## src/rtl/ni_packetizer.sv

```systemverilog
// ni_packetizer: local-port NoC transmitter. Turns a descriptor plus a
// stream of payload words into a header flit followed by body flits and
// a tail flit. The output is a single flit register with valid/ready
// handshaking towards the router's local input port.
module ni_packetizer #(
    parameter int         DATA_WIDTH = 32,
    parameter int         ADDR_W     = 4,
    parameter logic [2:0] HDR_ID     = 3'b001,
    parameter logic [2:0] BODY_ID    = 3'b010,
    parameter logic [2:0] TAIL_ID    = 3'b100,
    parameter int         MAX_PLD    = 4094
) (
    input  logic                  clk,
    input  logic                  rst,
    input  logic [ADDR_W-1:0]     cur_addr,
    input  logic                  msg_valid,
    output logic                  msg_ready,
    input  logic [ADDR_W-1:0]     msg_dst,
    input  logic [11:0]           msg_len,
    input  logic                  pld_valid,
    output logic                  pld_ready,
    input  logic [28:0]           pld_data,
    output logic [DATA_WIDTH-1:0] data_out,
    output logic                  valid_out,
    input  logic                  ready_in,
    output logic                  pkt_sent,
    output logic                  err_len
);

    typedef enum logic {IDLE, PAYLOAD} state_t;

    localparam logic [11:0] MAX_LEN = 12'(MAX_PLD);

    state_t                state, state_next;
    logic [11:0]           remaining, remaining_next;
    logic [DATA_WIDTH-1:0] flit_q, flit_next;
    logic                  valid_q, valid_next;
    logic                  err_q, err_next;
    logic                  slot_free;
    logic                  len_ok;
    logic                  is_tail_word;

    // The register may take a new flit when empty or when its flit leaves now.
    assign slot_free    = !valid_q || ready_in;
    assign len_ok       = (msg_len != 12'd0) && (msg_len <= MAX_LEN);
    assign is_tail_word = (remaining == 12'd1);

    assign data_out  = flit_q;
    assign valid_out = valid_q;
    assign err_len   = err_q;
    assign pkt_sent  = rst && valid_q && ready_in && (flit_q[DATA_WIDTH-1 -: 3] == TAIL_ID);

    // Handshakes, next state and the next content of the output register.
    always_comb begin
        state_next     = state;
        remaining_next = remaining;
        flit_next      = flit_q;
        valid_next     = valid_q;
        err_next       = 1'b0;
        msg_ready      = 1'b0;
        pld_ready      = 1'b0;
        if (slot_free) begin
            valid_next = 1'b0;
        end
        case (state)
            IDLE: begin
                msg_ready = rst && slot_free;
                if (msg_valid && msg_ready) begin
                    if (len_ok) begin
                        flit_next      = {HDR_ID, msg_len + 12'd1, msg_dst, cur_addr, 9'd0};
                        valid_next     = 1'b1;
                        remaining_next = msg_len;
                        state_next     = PAYLOAD;
                    end else begin
                        err_next = 1'b1;
                    end
                end
            end
            PAYLOAD: begin
                pld_ready = rst && slot_free;
                if (pld_valid && pld_ready) begin
                    flit_next      = {(is_tail_word ? TAIL_ID : BODY_ID), pld_data};
                    valid_next     = 1'b1;
                    remaining_next = remaining - 12'd1;
                    if (is_tail_word) begin
                        state_next = IDLE;
                    end
                end
            end
            default: begin
                state_next = IDLE;
            end
        endcase
    end

    // State, word counter, flit register and error pulse; reset abandons any packet.
    always_ff @(posedge clk) begin
        if (!rst) begin
            state     <= IDLE;
            remaining <= 12'd0;
            flit_q    <= '0;
            valid_q   <= 1'b0;
            err_q     <= 1'b0;
        end else begin
            state     <= state_next;
            remaining <= remaining_next;
            flit_q    <= flit_next;
            valid_q   <= valid_next;
            err_q     <= err_next;
        end
    end

endmodule
```

## config.mk

```make
export PLATFORM = sky130hd
export DESIGN_NAME = ni_packetizer
export DESIGN_NICKNAME = d
export VERILOG_FILES = /design/src/rtl/ni_packetizer.sv
export SDC_FILE = /design/constraint.sdc
export NUM_CORES = 1
export LEC_CHECK = 0
export CAP_MARGIN = 20
export CORE_MARGIN = 2
export CORE_UTILIZATION = 57
export DETAILED_ROUTE_END_ITERATION = 12
export DONT_BUFFER_PORTS = 1
export PLACE_DENSITY_LB_ADDON = 0.2
export SLEW_MARGIN = 10
export SYNTH_ARGS = -nofsm -noshare
export SYNTH_HDL_FRONTEND = slang
export SYNTH_SLANG_ARGS = --single-unit
```

## constraint.sdc

```tcl
create_clock -name clk -period 2.12 [get_ports clk]
set_clock_uncertainty 0.2 [all_clocks]
set_input_delay 0.212 -clock clk [delete_from_list [all_inputs] [get_ports clk]]
set_output_delay 0.212 -clock clk [all_outputs]
set_load 0.01 [all_outputs]
```

* Word-level counts from Yosys, hierarchy flattened
Index checks and enable logic that the tools add are counted.
** Word-level totals
- Register bits :: 47
- Logic and storage cells :: 50
- Input port bits :: 54
** Operators by class
- Bitwise logic cells :: 3
- Magnitude comparators :: 1
- Add/subtract/negate cells :: 2
- Reduce and logical (&&, ||, !) cells :: 12
- Eq/ne operators :: 5
- Mux-type cells :: 22
** Operators by type and width (number)
- $mux W32 :: 3
- $pmux W32 S2 :: 1
- $mux W12 :: 3
- $pmux W12 S2 :: 1
- $add A12 B1 Y12 const B :: 1
- $eq A12 B1 Y1 const B :: 1
- $le A12 B12 Y1 const B :: 1
- $reduce_bool A12 Y1 :: 1
- $sub A12 B1 Y12 const B :: 1
- $mux W1 :: 11
- $logic_and A1 B1 Y1 :: 7
- $ne A2 B2 Y1 const B :: 2
- $pmux W1 S2 :: 2
- $eq A3 B3 Y1 const B :: 1
- $mux W3 :: 1
- $not A1 Y1 :: 3
- $reduce_and A3 Y1 :: 1
- $reduce_or A3 Y1 :: 1
- $ne A2 B1 Y1 const B :: 1
- $logic_not A1 Y1 :: 1
- $logic_or A1 B1 Y1 :: 1

* Longest topological paths before layout
Gate-level depths: netlist (run 1).
- Depth in word-level cells :: 6
- Gate-level depth with buffers :: 9

* Least setup slack after synthesis (run 1)
OpenSTA, ideal clock, no wires.
- Path type :: register to register
- Start :: register remaining[4]
- End :: register flit_q[31], in the netlist data_out[31]
- Setup slack :: 117 ps
- Period minus slack after synthesis :: 2003 ps
- Cell stages (with the launch flop) :: 7
- Path buffers :: 1
- Arrival time :: 1733 ps
- Setup time :: 70 ps
- Required time :: 1850 ps
- Cell sequence :: dfxtp_1 -> or4_1 -> buf_2 -> nor4_4 -> nand4_1 -> or3_1 -> a21oi_1
** On the way
- Cells in the longest elaborated chain, start to end :: 4
** RTL lines
- start: declaration :: RTL line 35 : logic [11:0] remaining, remaining_next;
- start signal: assignment :: RTL line 106 : remaining <= remaining_next;
- $eq A12 B1 Y1 :: RTL line 46 : assign is_tail_word = (remaining == 12'd1);
- $mux W3 :: RTL line 82 : flit_next = {(is_tail_word ? TAIL_ID : BODY_ID), pld_data};
- $mux W32 :: RTL line 81 : if (pld_valid && pld_ready) begin
- $pmux W32 S2 :: RTL line 65 : case (state)
- end signal: assignment :: RTL line 107 : flit_q <= flit_next;
- end: declaration :: RTL line 36 : logic [DATA_WIDTH-1:0] flit_q, flit_next;
Every way passes these cells. The select of a mux whose other input is x is not followed.
A chain may end at the register's enable or synchronous reset.

* Worst setup path after layout (run 1)
- Start :: register remaining[5]
- End :: register flit_q[31], in the netlist data_out[31]
Same word-level chain as after synthesis.

==> results of run 1 <==
-- sequential cells by signal, summed over array words and instances, names as in the netlist --
register   flops
data_out      32
valid_out      1
state          1
err_len        1
remaining     12
-- power groups by stage --
| stage | combinational, W | sequential [W] | clock, W |
|---|---|---|---|
| after floorplan | 0.000333 | 0.00104 | 0 |
| after global placement | 0.000424 | 0.00105 | 0 |
| after detailed placement | 0.000433 | 0.00105 | 0 |
| after CTS | 0.000523 | 0.00103 | 0.000662 |
| after global routing | 0.000600 | 0.00104 | 0.000694 |
| final | 0.000551 | 0.00103 | 0.000654 |
-- layout make-up --
| cell class | instances | share of cell area |
|---|---|---|
| Multi-Input combinational cell | 227 | 0.447 |
| Sequential cell | 47 | 0.288 |
| Inverter | 8 | 0.00918 |
| Tap cell | 52 | 0.0199 |
| Timing Repair Buffer | 68 | 0.204 |
| Clock inverter | 2 | 0.0115 |
| Clock buffer | 5 | 0.0210 |
-- cell usage in the layout (no fill, tap or decap), types with 10 or more instances in the layout --
cell,instances
dlygate4sd3_1,48
nand3_1,17
nor2_1,12
o21ai_0,18
buf_4,16
a211oi_1,10
nor3_1,19
a21oi_1,23
dfxtp_1,47
nand2_1,28
mux2i_1,19
-- worst paths after layout --
path,start,endpoint,slack (ns),cells past startpoint
worst max register to register,remaining[5]$_SDFFE_PN0P_,data_out[31]$_SDFFE_PN0P_,0.09,5
worst max-delay path,remaining[5]$_SDFFE_PN0P_,data_out[31]$_SDFFE_PN0P_,0.09,5
worst min-delay path,pld_data[25],data_out[25]$_SDFFE_PN0P_,0.02,3
worst min register to register,remaining[6]$_SDFFE_PN0P_,remaining[6]$_SDFFE_PN0P_,0.30,2
-- critical path, cell delays in order, from the launching register on --
cell	delay (ns)
dfxtp_1	0.34
or4_1	0.60
nor4_4	0.23
nand4_1	0.15
or3_1	0.32
a21oi_1	0.13
-- through the flow --
step	cells	cell area, sq um
floorplan	307	2540
global placement	353	2660
detailed placement	353	2660
CTS	408	3240
global route	409	3270
finish	409	3270
-- per-layer routing --
layer  global-route usage  wire length, microns  vias up
li1                     -                     -     1229
met1                0.376                  3060     1239
met2                0.492                  3740      148
met3               0.0698                   586       24
met4               0.0964                   178        0
met5                    0                     0        -
-- cells by family (layout without fill, tap and decap cells) --
| group | count (synthesis) | after routing | share of synthesized area |
|---|---|---|---|
| compound gates | 78 | 78 | 0.194 |
| simple gates | 114 | 114 | 0.240 |
| mux | 19 | 19 | 0.0748 |
| fa+ha+maj | 5 | 5 | 0.0246 |
| buf+inv | 33 | 83 | 0.0586 |
| xor+xnor | 11 | 11 | 0.0379 |
| flops | 47 | 47 | 0.370 |
-- repair_timing --
item | in CTS | in global routing
resized for setup | 0 | 3
hold endpoints to repair | 42 | 0
hold buffers | 48 | 0
setup endpoints to repair | 0 | 16
==> flow_metrics.env, run 1 <==
export IMPL_start_kind="flip-flop"
export IMPL_cts_buffers=5
export IMPL_p_comb_frac=0.246
export IMPL_critPathMaxFanout=4
export IMPL_pin_count=91
export IMPL_hold_violations=0
export IMPL_cts_setup_buffers=0
export IMPL_hold_ws_ns=0.0173
export IMPL_fin_ws_ns=0.0891
export IMPL_place_ws_ns=0.0557
export IMPL_register_area_sq_um=941
export IMPL_nFillCells=307
export IMPL_min_path_type="input pin to flip-flop"
export IMPL_drcViolationCount=0
export IMPL_syn_nets=366
export IMPL_synthTopCellsByCount="47 x dfxtp_1, 28 x nand2_1, 23 x a21oi_1"
export IMPL_rsz0062_at_grt="no"
export IMPL_ys_ff_latch=47
export IMPL_core_area_sq_mm=0.00432
export IMPL_intPower_w=0.00157
export IMPL_ctsHtreeMaxLevel=2
export IMPL_final_layout_size_suffix_gt1_frac=0.112
export IMPL_grt_pass1_vias=2474
export IMPL_grt_pass1_wl_microns=11900
export IMPL_max_cap_violations=0
export IMPL_cts_tree="yes"
export IMPL_die_h_microns=70.8
export IMPL_hpwl_microns=4520
export IMPL_cp_required_ns=2.16
export IMPL_initial_utilization=0.588
export IMPL_powerDensity_mw_per_mm2=685
export IMPL_ir_worst_vdd_mv=0.554
export IMPL_syn_instance_count=307
export IMPL_max_freq_ghz=0.492
export IMPL_synth_area_sq_mm=0.00254
export IMPL_via_per_inst=6.45
export IMPL_synth_edf_count=0
export IMPL_cts_root_buf="clkbuf_8"
export IMPL_diodes=0
export IMPL_wl_per_cell_microns=18.5
export IMPL_synthTopCellsByArea="dfxtp_1 37%, mux2i_1 7.5%, a21oi_1 4.5%"
export IMPL_p_seq_frac=0.462
export IMPL_synth_top_area_frac=0.370
export IMPL_crit_path_end_kind="flip-flop"
export IMPL_clkSlewWorstSetupHoldPaths_ns=0.09
export IMPL_async_flop_share=0
export IMPL_multiInputGateArea_sq_mm=0.00146
export IMPL_vias=2640
export IMPL_fin_nets=416
export IMPL_synth_most_common_cell="dfxtp_1"
export IMPL_relSlewSlack=0.665
export IMPL_clk_latency_ns=0.30
export IMPL_critPathKind="flip-flop to flip-flop"
export IMPL_routed_wl_microns=7560
export IMPL_antenna_found_initial=0
export IMPL_drtPass1Iterations=5
export IMPL_setup_tns_ns=0
export IMPL_ys_types=49
export IMPL_clock_sinks=47
export IMPL_worst_pin_slew_ns=0.498
export IMPL_arrival_ns=2.07
export IMPL_yosysSeqAreaShare=0.370
export IMPL_routabilityCongestion=0.816
export IMPL_yosysWarnings=0
export IMPL_synthFlopType="dfxtp_1"
export IMPL_drtIter0Drc=166
export IMPL_final_util=0.757
export IMPL_power_switching_w=0.000669
export IMPL_p_leak_nw=1.26
export IMPL_swShare=0.299
export IMPL_clock_path_buffers=2
export IMPL_num_rows=24
export IMPL_total_power_w=0.00224
export IMPL_avgSynthCellArea_sq_um=8.28
export IMPL_fin_crit_sh=0.958
export IMPL_portBuffers=0
export IMPL_finalMaxSlewViolations=0
export IMPL_period_minus_slack_ns=2.03
export IMPL_dieArea_sq_mm=0.00501
export IMPL_ant_nets=0
export IMPL_p_clk_frac=0.292
export IMPL_grt_max_degree=41
export IMPL_die_w_microns=70.8
export IMPL_grt_usage=0.295
export IMPL_setup_viol=0
export IMPL_yosysTopAreaCell="dfxtp_1"
export IMPL_syn2layout_area_growth_pct=28.8
export IMPL_status="completed"
export IMPL_overflow=0
Note: power is estimated with default switching activity, not from simulation.
==> run 2, diff against run 1 <==
--- a/config.mk
+++ b/config.mk
@@ -11,6 +11,7 @@
 export DETAILED_ROUTE_END_ITERATION = 12
 export DONT_BUFFER_PORTS = 1
 export PLACE_DENSITY_LB_ADDON = 0.2
+export REMOVE_ABC_BUFFERS = 1
 export SLEW_MARGIN = 10
 export SYNTH_ARGS = -nofsm -noshare
 export SYNTH_HDL_FRONTEND = slang
==> run 2 against run 1 <==
  * Non-clock buffer count shrank 1
  * Sequential power is essentially flat
  * Core utilization shrank 0.35 points
  * Design area shrank 0.46%
  * Total power rose by 1.5%
  * Critical path depth up 1
  * Combinational power rose by 2%
  * Clock-buffer cell count unchanged
  * Global-route usage increased by 1.5 points
  * Flip-flop and latch count is the same
  * Worst setup slack got worse by 0.0033 ns
  * Register-to-register slack hardly changed
==> flow_metrics.env, run 2 (synthesis gave the netlist of run 1 again) <==
export IMPL_fin_ws_ns=0.0858
export IMPL_ir_worst_vdd_mv=0.488
export IMPL_arrival_ns=1.98
export IMPL_pin_count=91
export IMPL_max_cap_violations=0
export IMPL_place_area_sq_mm=0.00265
export IMPL_clkSlewWorstSetupHoldPaths_ns=0.09
export IMPL_relSlewSlack=0.626
export IMPL_largest_reg_flops=32
export IMPL_stdcell_count=409
export IMPL_final_common_cell="dfxtp_1"
export IMPL_drtIter0Drc=274
export IMPL_p_seq_frac=0.456
export IMPL_routabilityCongestion=0.900
export IMPL_reg2reg_slack_ns=0.10
export IMPL_finalMaxSlewViolations=0
export IMPL_p_leak_nw=1.25
export IMPL_place_ws_ns=0.0623
export IMPL_clock_sinks=47
export IMPL_crit_chain="dlygate4sd3_1 > nand4_1 > or3_1 > buf_4 > a21oi_1 > o22ai_1"
export IMPL_rsz0062_at_grt="no"
export IMPL_cp_num_buf_inv=2
export IMPL_worst_pin_slew_ns=0.555
export IMPL_wl_per_cell_microns=19.3
export IMPL_diodes=0
export IMPL_max_stage_delay_ns=0.54
export IMPL_dieArea_sq_mm=0.00501
export IMPL_swShare=0.302
export IMPL_setup_viol=0
export IMPL_drcViolationCount=0
export IMPL_die_h_microns=70.8
export IMPL_final_util=0.753
export IMPL_ctsHtreeMaxLevel=2
export IMPL_clk_latency_ns=0.30
export IMPL_nFillCells=323
export IMPL_final_layout_size_suffix_gt1_frac=0.115
export IMPL_cp_required_ns=2.07
export IMPL_power_switching_w=0.000688
export IMPL_crit_family="buffers and inverters"
export IMPL_highest_layer="met4"
export IMPL_period_minus_slack_ns=2.03
export IMPL_cts_root_buf="clkbuf_8"
export IMPL_p_comb_frac=0.247
export IMPL_fin_nets=415
export IMPL_hold_violations=0
export IMPL_vias=2603
export IMPL_min_path_type="input pin to flip-flop"
export IMPL_wl_met3_microns=560
export IMPL_final_cell_mix="47 x dfxtp_1, 46 x dlygate4sd3_1, 28 x nand2_1, 23 x a21oi_1"
export IMPL_portBuffers=0
export IMPL_powerDensity_mw_per_mm2=698
export IMPL_grt_max_degree=41
export IMPL_critPathMaxFanout=9
export IMPL_grt_usage=0.310
export IMPL_die_w_microns=70.8
export IMPL_start_kind="input pin"
export IMPL_hold_ws_ns=0.00548
export IMPL_core_area_sq_mm=0.00432
export IMPL_via_per_inst=6.36
export IMPL_hpwl_microns=4630
export IMPL_wl_met1_microns=3220
export IMPL_critPathKind="input pin to flip-flop"
export IMPL_intPower_w=0.00159
export IMPL_cp_slowest_cell="or3_1"
export IMPL_num_rows=24
export IMPL_drtPass1Iterations=5
export IMPL_grt_pass1_wl_microns=12500
export IMPL_ant_nets=0
export IMPL_syn2layout_area_growth_pct=28.2
export IMPL_antenna_found_initial=0
export IMPL_routed_wl_microns=7870
export IMPL_grt_pass1_vias=2516
export IMPL_fin_crit_sh=0.960
export IMPL_stdcell_area_sq_mm=0.00326
export IMPL_max_freq_ghz=0.492
export IMPL_placed_cells=354
export IMPL_cts_tree="yes"
export IMPL_status="completed"
export IMPL_p_clk_frac=0.297
export IMPL_overflow=0
export IMPL_route_met2_wl_microns=3830
export IMPL_clock_path_buffers=2
export IMPL_crit_path_end_kind="flip-flop"
export IMPL_cts_buffers=5
export IMPL_initial_utilization=0.588
## run 2: cell count changes in the layout (fill, tap and decap cells not counted)
cell,change
or3_1,+1
or3_4,-1
buf_4,+1
inv_6,+1
or4_1,-1
dlygate4sd3_1,-2
a221oi_2,-1
buf_6,+1
buf_8,-1
a221oi_1,+1
or4_4,+1
## run 2: timing repair
action | CTS | global route
setup endpoints to repair | 0 | 8
resized for setup | 0 | 3
buffers inserted | 0 | 0
hold endpoints to repair | 45 | 0
hold buffers | 47 | 0
## run 2: layout make-up
class	count	area (sq um)	share of cell area
Inverter	8	30.0	0.00922
Clock inverter	3	46.3	0.0142
Tap cell	52	65.1	0.0200
Sequential cell	47	941	0.289
Clock buffer	5	68.8	0.0211
Timing Repair Buffer	67	651	0.200
Multi-Input combinational cell	227	1460	0.447
## run 2: power groups by stage
stage | Clock [W] | Sequential, W | Combinational, W
after floorplan | 0 | 0.00106 | 0.000288
after global placement | 0 | 0.00105 | 0.000439
after detailed placement | 0 | 0.00105 | 0.000446
after CTS | 0.000689 | 0.00103 | 0.000538
after global routing | 0.000713 | 0.00104 | 0.000608
final | 0.000676 | 0.00104 | 0.000561
## run 2: path summary, 6_finish.rpt
check                           startpoint                   endpoint  cells past startpoint
hold reg to reg   data_out[7]$_SDFFE_PN0P_   data_out[7]$_SDFFE_PN0P_                      2
hold / removal                  msg_len[3]  remaining[3]$_SDFFE_PN0P_                      2
setup reg to reg      valid_out$_SDFF_PN0_  remaining[8]$_SDFFE_PN0P_                      6
setup / recovery                 msg_valid  remaining[8]$_SDFFE_PN0P_                      6
## run 2: per-layer routing
layer / vias up / GRT usage
li1: 1220 / -
met1: 1220 / 0.403
met2: 137 / 0.509
met3: 26 / 0.0541
met4: 0 / 0.128
met5: - / 0
## run 2: per-stage QoR
step	total power, W	TNS (ns)
after floorplan	0.00134	-44.94
after global placement	0.00149	0
after detailed placement	0.00150	0
after CTS	0.00226	0
after global routing	0.00237	0
final	0.00227	0
## run 2: worst reg2reg max path, stage by stage, from the launching register on
cell and delay [ns]:
dfxtp_1 0.32, nand2b_1 0.10, nand4_1 0.21, or3_1 0.54, buf_4 0.22, a21oi_1 0.16
o22ai_1 0.11
==> run 3, diff against run 2 <==
--- a/config.mk
+++ b/config.mk
@@ -7,7 +7,7 @@
 export LEC_CHECK = 0
 export CAP_MARGIN = 20
 export CORE_MARGIN = 2
-export CORE_UTILIZATION = 57
+export CORE_UTILIZATION = 60
 export DETAILED_ROUTE_END_ITERATION = 12
 export DONT_BUFFER_PORTS = 1
 export PLACE_DENSITY_LB_ADDON = 0.2
==> constraint.sdc (replaced) <==
create_clock -name clk -period 2.3 [get_ports clk]
set_clock_uncertainty 0.2 [all_clocks]
set_input_delay 0.23 -clock clk [delete_from_list [all_inputs] [get_ports clk]]
set_output_delay 0.23 -clock clk [all_outputs]
set_load 0.01 [all_outputs]
==> run 3 against run 2 <==
  * Clock power down 4.7%
  * First-iteration DRC count fell by 28%
  * Non-clock buffer count decreased by 8
  * Combinational power down 16%
  * Die area is 4.7% lower
  * Global-route usage shrank 0.72 points
  * Cell count shrank 2.4%
  * Wire length decreased by 8.7%
  * Core utilization grew 3.6 points
  * Worst setup slack gained 0.056 ns
  * Register-to-register slack improved by 0.04 ns
  * Critical path depth is 1 lower
  * Largest cell class unchanged
==> flow_metrics.env, run 3 (synthesis gave the netlist of run 1 again) <==
export IMPL_critPathMaxFanout=6
export IMPL_period_minus_slack_ns=2.16
export IMPL_diodes=0
export IMPL_clk_latency_ns=0.31
export IMPL_crit_path_end_kind="flip-flop"
export IMPL_fin_crit_sh=0.938
export IMPL_portBuffers=0
export IMPL_vias=2535
export IMPL_syn2layout_area_growth_pct=25.2
export IMPL_initial_utilization=0.631
export IMPL_critPathKind="flip-flop to flip-flop"
export IMPL_cp_required_ns=2.34
export IMPL_place_ws_ns=0.0560
export IMPL_final_layout_size_suffix_gt1_frac=0.106
export IMPL_cts_tree="yes"
export IMPL_intPower_w=0.00146
export IMPL_die_w_microns=69.1
export IMPL_fin_nets=407
export IMPL_reg2reg_depth=5
export IMPL_powerDensity_mw_per_mm2=652
export IMPL_cts_root_buf="clkbuf_8"
export IMPL_r2r_end="data_out[31]$_SDFFE_PN0P_"
export IMPL_p_comb_frac=0.226
export IMPL_max_cap_violations=0
export IMPL_whs_path_depth=3
export IMPL_clock_path_buffers=2
export IMPL_antenna_found_initial=0
export IMPL_max_freq_ghz=0.463
export IMPL_clock_sinks=47
export IMPL_arrival_ns=2.20
export IMPL_core_area_sq_mm=0.00403
export IMPL_grt_usage=0.302
export IMPL_grt_pass1_vias=2483
export IMPL_grt_pass1_wl_microns=11900
export IMPL_via_per_inst=6.35
export IMPL_p_seq_frac=0.463
export IMPL_p_clk_frac=0.311
export IMPL_routabilityCongestion=0.926
export IMPL_drcViolationCount=0
export IMPL_num_rows=23
export IMPL_reg2reg_from="remaining[4]$_SDFFE_PN0P_"
export IMPL_stdcell_area_sq_mm=0.00318
export IMPL_largest_reg_flops=32
export IMPL_cts_setup_buffers=0
export IMPL_ir_worst_vdd_mv=0.460
export IMPL_final_common_cell="dfxtp_1"
export IMPL_die_h_microns=69.1
export IMPL_routed_wl_microns=7190
export IMPL_rsz0062_at_grt="no"
export IMPL_crit_end="data_out[31]$_SDFFE_PN0P_"
export IMPL_wl_per_cell_microns=18.0
export IMPL_worst_pin_slew_ns=0.560
export IMPL_p_leak_nw=1.22
export IMPL_final_util=0.789
export IMPL_power_switching_w=0.000609
export IMPL_start_kind="flip-flop"
export IMPL_hpwl_microns=4480
export IMPL_ant_nets=0
export IMPL_final_cell_mix="47 x dfxtp_1, 42 x dlygate4sd3_1, 28 x nand2_1, 23 x a21oi_1"
export IMPL_ctsHtreeMaxLevel=2
export IMPL_drtIter0Drc=198
export IMPL_drtPass1Iterations=5
export IMPL_cts_buffers=5
export IMPL_grt_max_degree=42
export IMPL_swShare=0.294
export IMPL_finalMaxSlewViolations=0
export IMPL_overflow=0
export IMPL_clkSlewWorstSetupHoldPaths_ns=0.09
export IMPL_dieArea_sq_mm=0.00477
export IMPL_reg2reg_slack_ns=0.14
export IMPL_hold_violations=0
export IMPL_relSlewSlack=0.623
export IMPL_status="completed"
export IMPL_place_area_sq_mm=0.00261
export IMPL_setup_tns_ns=0
export IMPL_startpoint="remaining[4]$_SDFFE_PN0P_"
export IMPL_fin_ws_ns=0.142
export IMPL_min_path_type="input pin to flip-flop"
export IMPL_hold_ws_ns=0.0110
export IMPL_pin_count=91
export IMPL_setup_viol=0
run 3: cell types whose count changed in the layout (fill, tap and decap cells not counted), sizes merged:
cell,previous run,this run
buf,21,16
clkbuf,5,7
clkinvlp,1,0
dlygate4sd3,46,42
run 3: stage by stage:
step,cells,total power (W)
2_1_floorplan,282,0.00124
3_3_place_gp,347,0.00134
3_5_place_dp,348,0.00135
4_1_cts,399,0.00206
5_1_grt,399,0.00216
6_report,399,0.00207
run 3: worst min path at each step:
stage / startpoint / end / slack [ns]
global route: pld_data[22] / data_out[22]$_SDFFE_PN0P_ / 0.04
detailed placement: pld_data[3] / data_out[3]$_SDFFE_PN0P_ / 0.18
floorplan: pld_data[0] / data_out[0]$_SDFFE_PN0P_ / 0.17
CTS: pld_data[20] / data_out[20]$_SDFFE_PN0P_ / 0.002
global placement: pld_data[8] / data_out[8]$_SDFFE_PN0P_ / 0.17
finish: pld_data[19] / data_out[19]$_SDFFE_PN0P_ / 0.01
run 3: power by group through the flow:
| stage | sequential, W | combinational, W | clock [W] |
|---|---|---|---|
| floorplan | 0.000974 | 0.000266 | 0 |
| CTS | 0.000958 | 0.000453 | 0.000652 |
| global placement | 0.000975 | 0.000362 | 0 |
| finish | 0.000960 | 0.000469 | 0.000644 |
| detailed placement | 0.000976 | 0.000372 | 0 |
| global route | 0.000968 | 0.000516 | 0.000673 |
run 3: per-layer routing:
layer | global-route usage | vias to the layer above | share of wire
met5 | 0 | - | 0
met4 | 0.105 | 0 | 0.019
met3 | 0.0556 | 16 | 0.082
met2 | 0.515 | 126 | 0.50
met1 | 0.383 | 1184 | 0.40
li1 | - | 1209 | -
run 3: worst max-delay path, cell delays in order, from the launching register on:
cell and delay, ns:
dfxtp_1 0.37, or4_4 0.61, nor4_4 0.22, nand4_1 0.21
or3_1 0.34, a21oi_1 0.13
run 3: what timing repair did:
| item | 4_1_cts | 5_1_grt |
|---|---|---|
| endpoints found under the hold margin | 43 | 0 |
| hold buffers | 43 | 0 |
| resized for setup | 0 | 3 |
| endpoints found under the setup margin | 0 | 25 |
run 3: layout make-up:
| cell class | instances | area (sq um) |
|---|---|---|
| Tap cell | 50 | 62.6 |
| Sequential cell | 47 | 941 |
| Clock buffer | 6 | 82.6 |
| Clock inverter | 2 | 38.8 |
| Inverter | 8 | 30.0 |
| Fill cell | 294 | 848 |
| Multi-Input combinational cell | 227 | 1460 |
| Timing Repair Buffer | 59 | 571 |
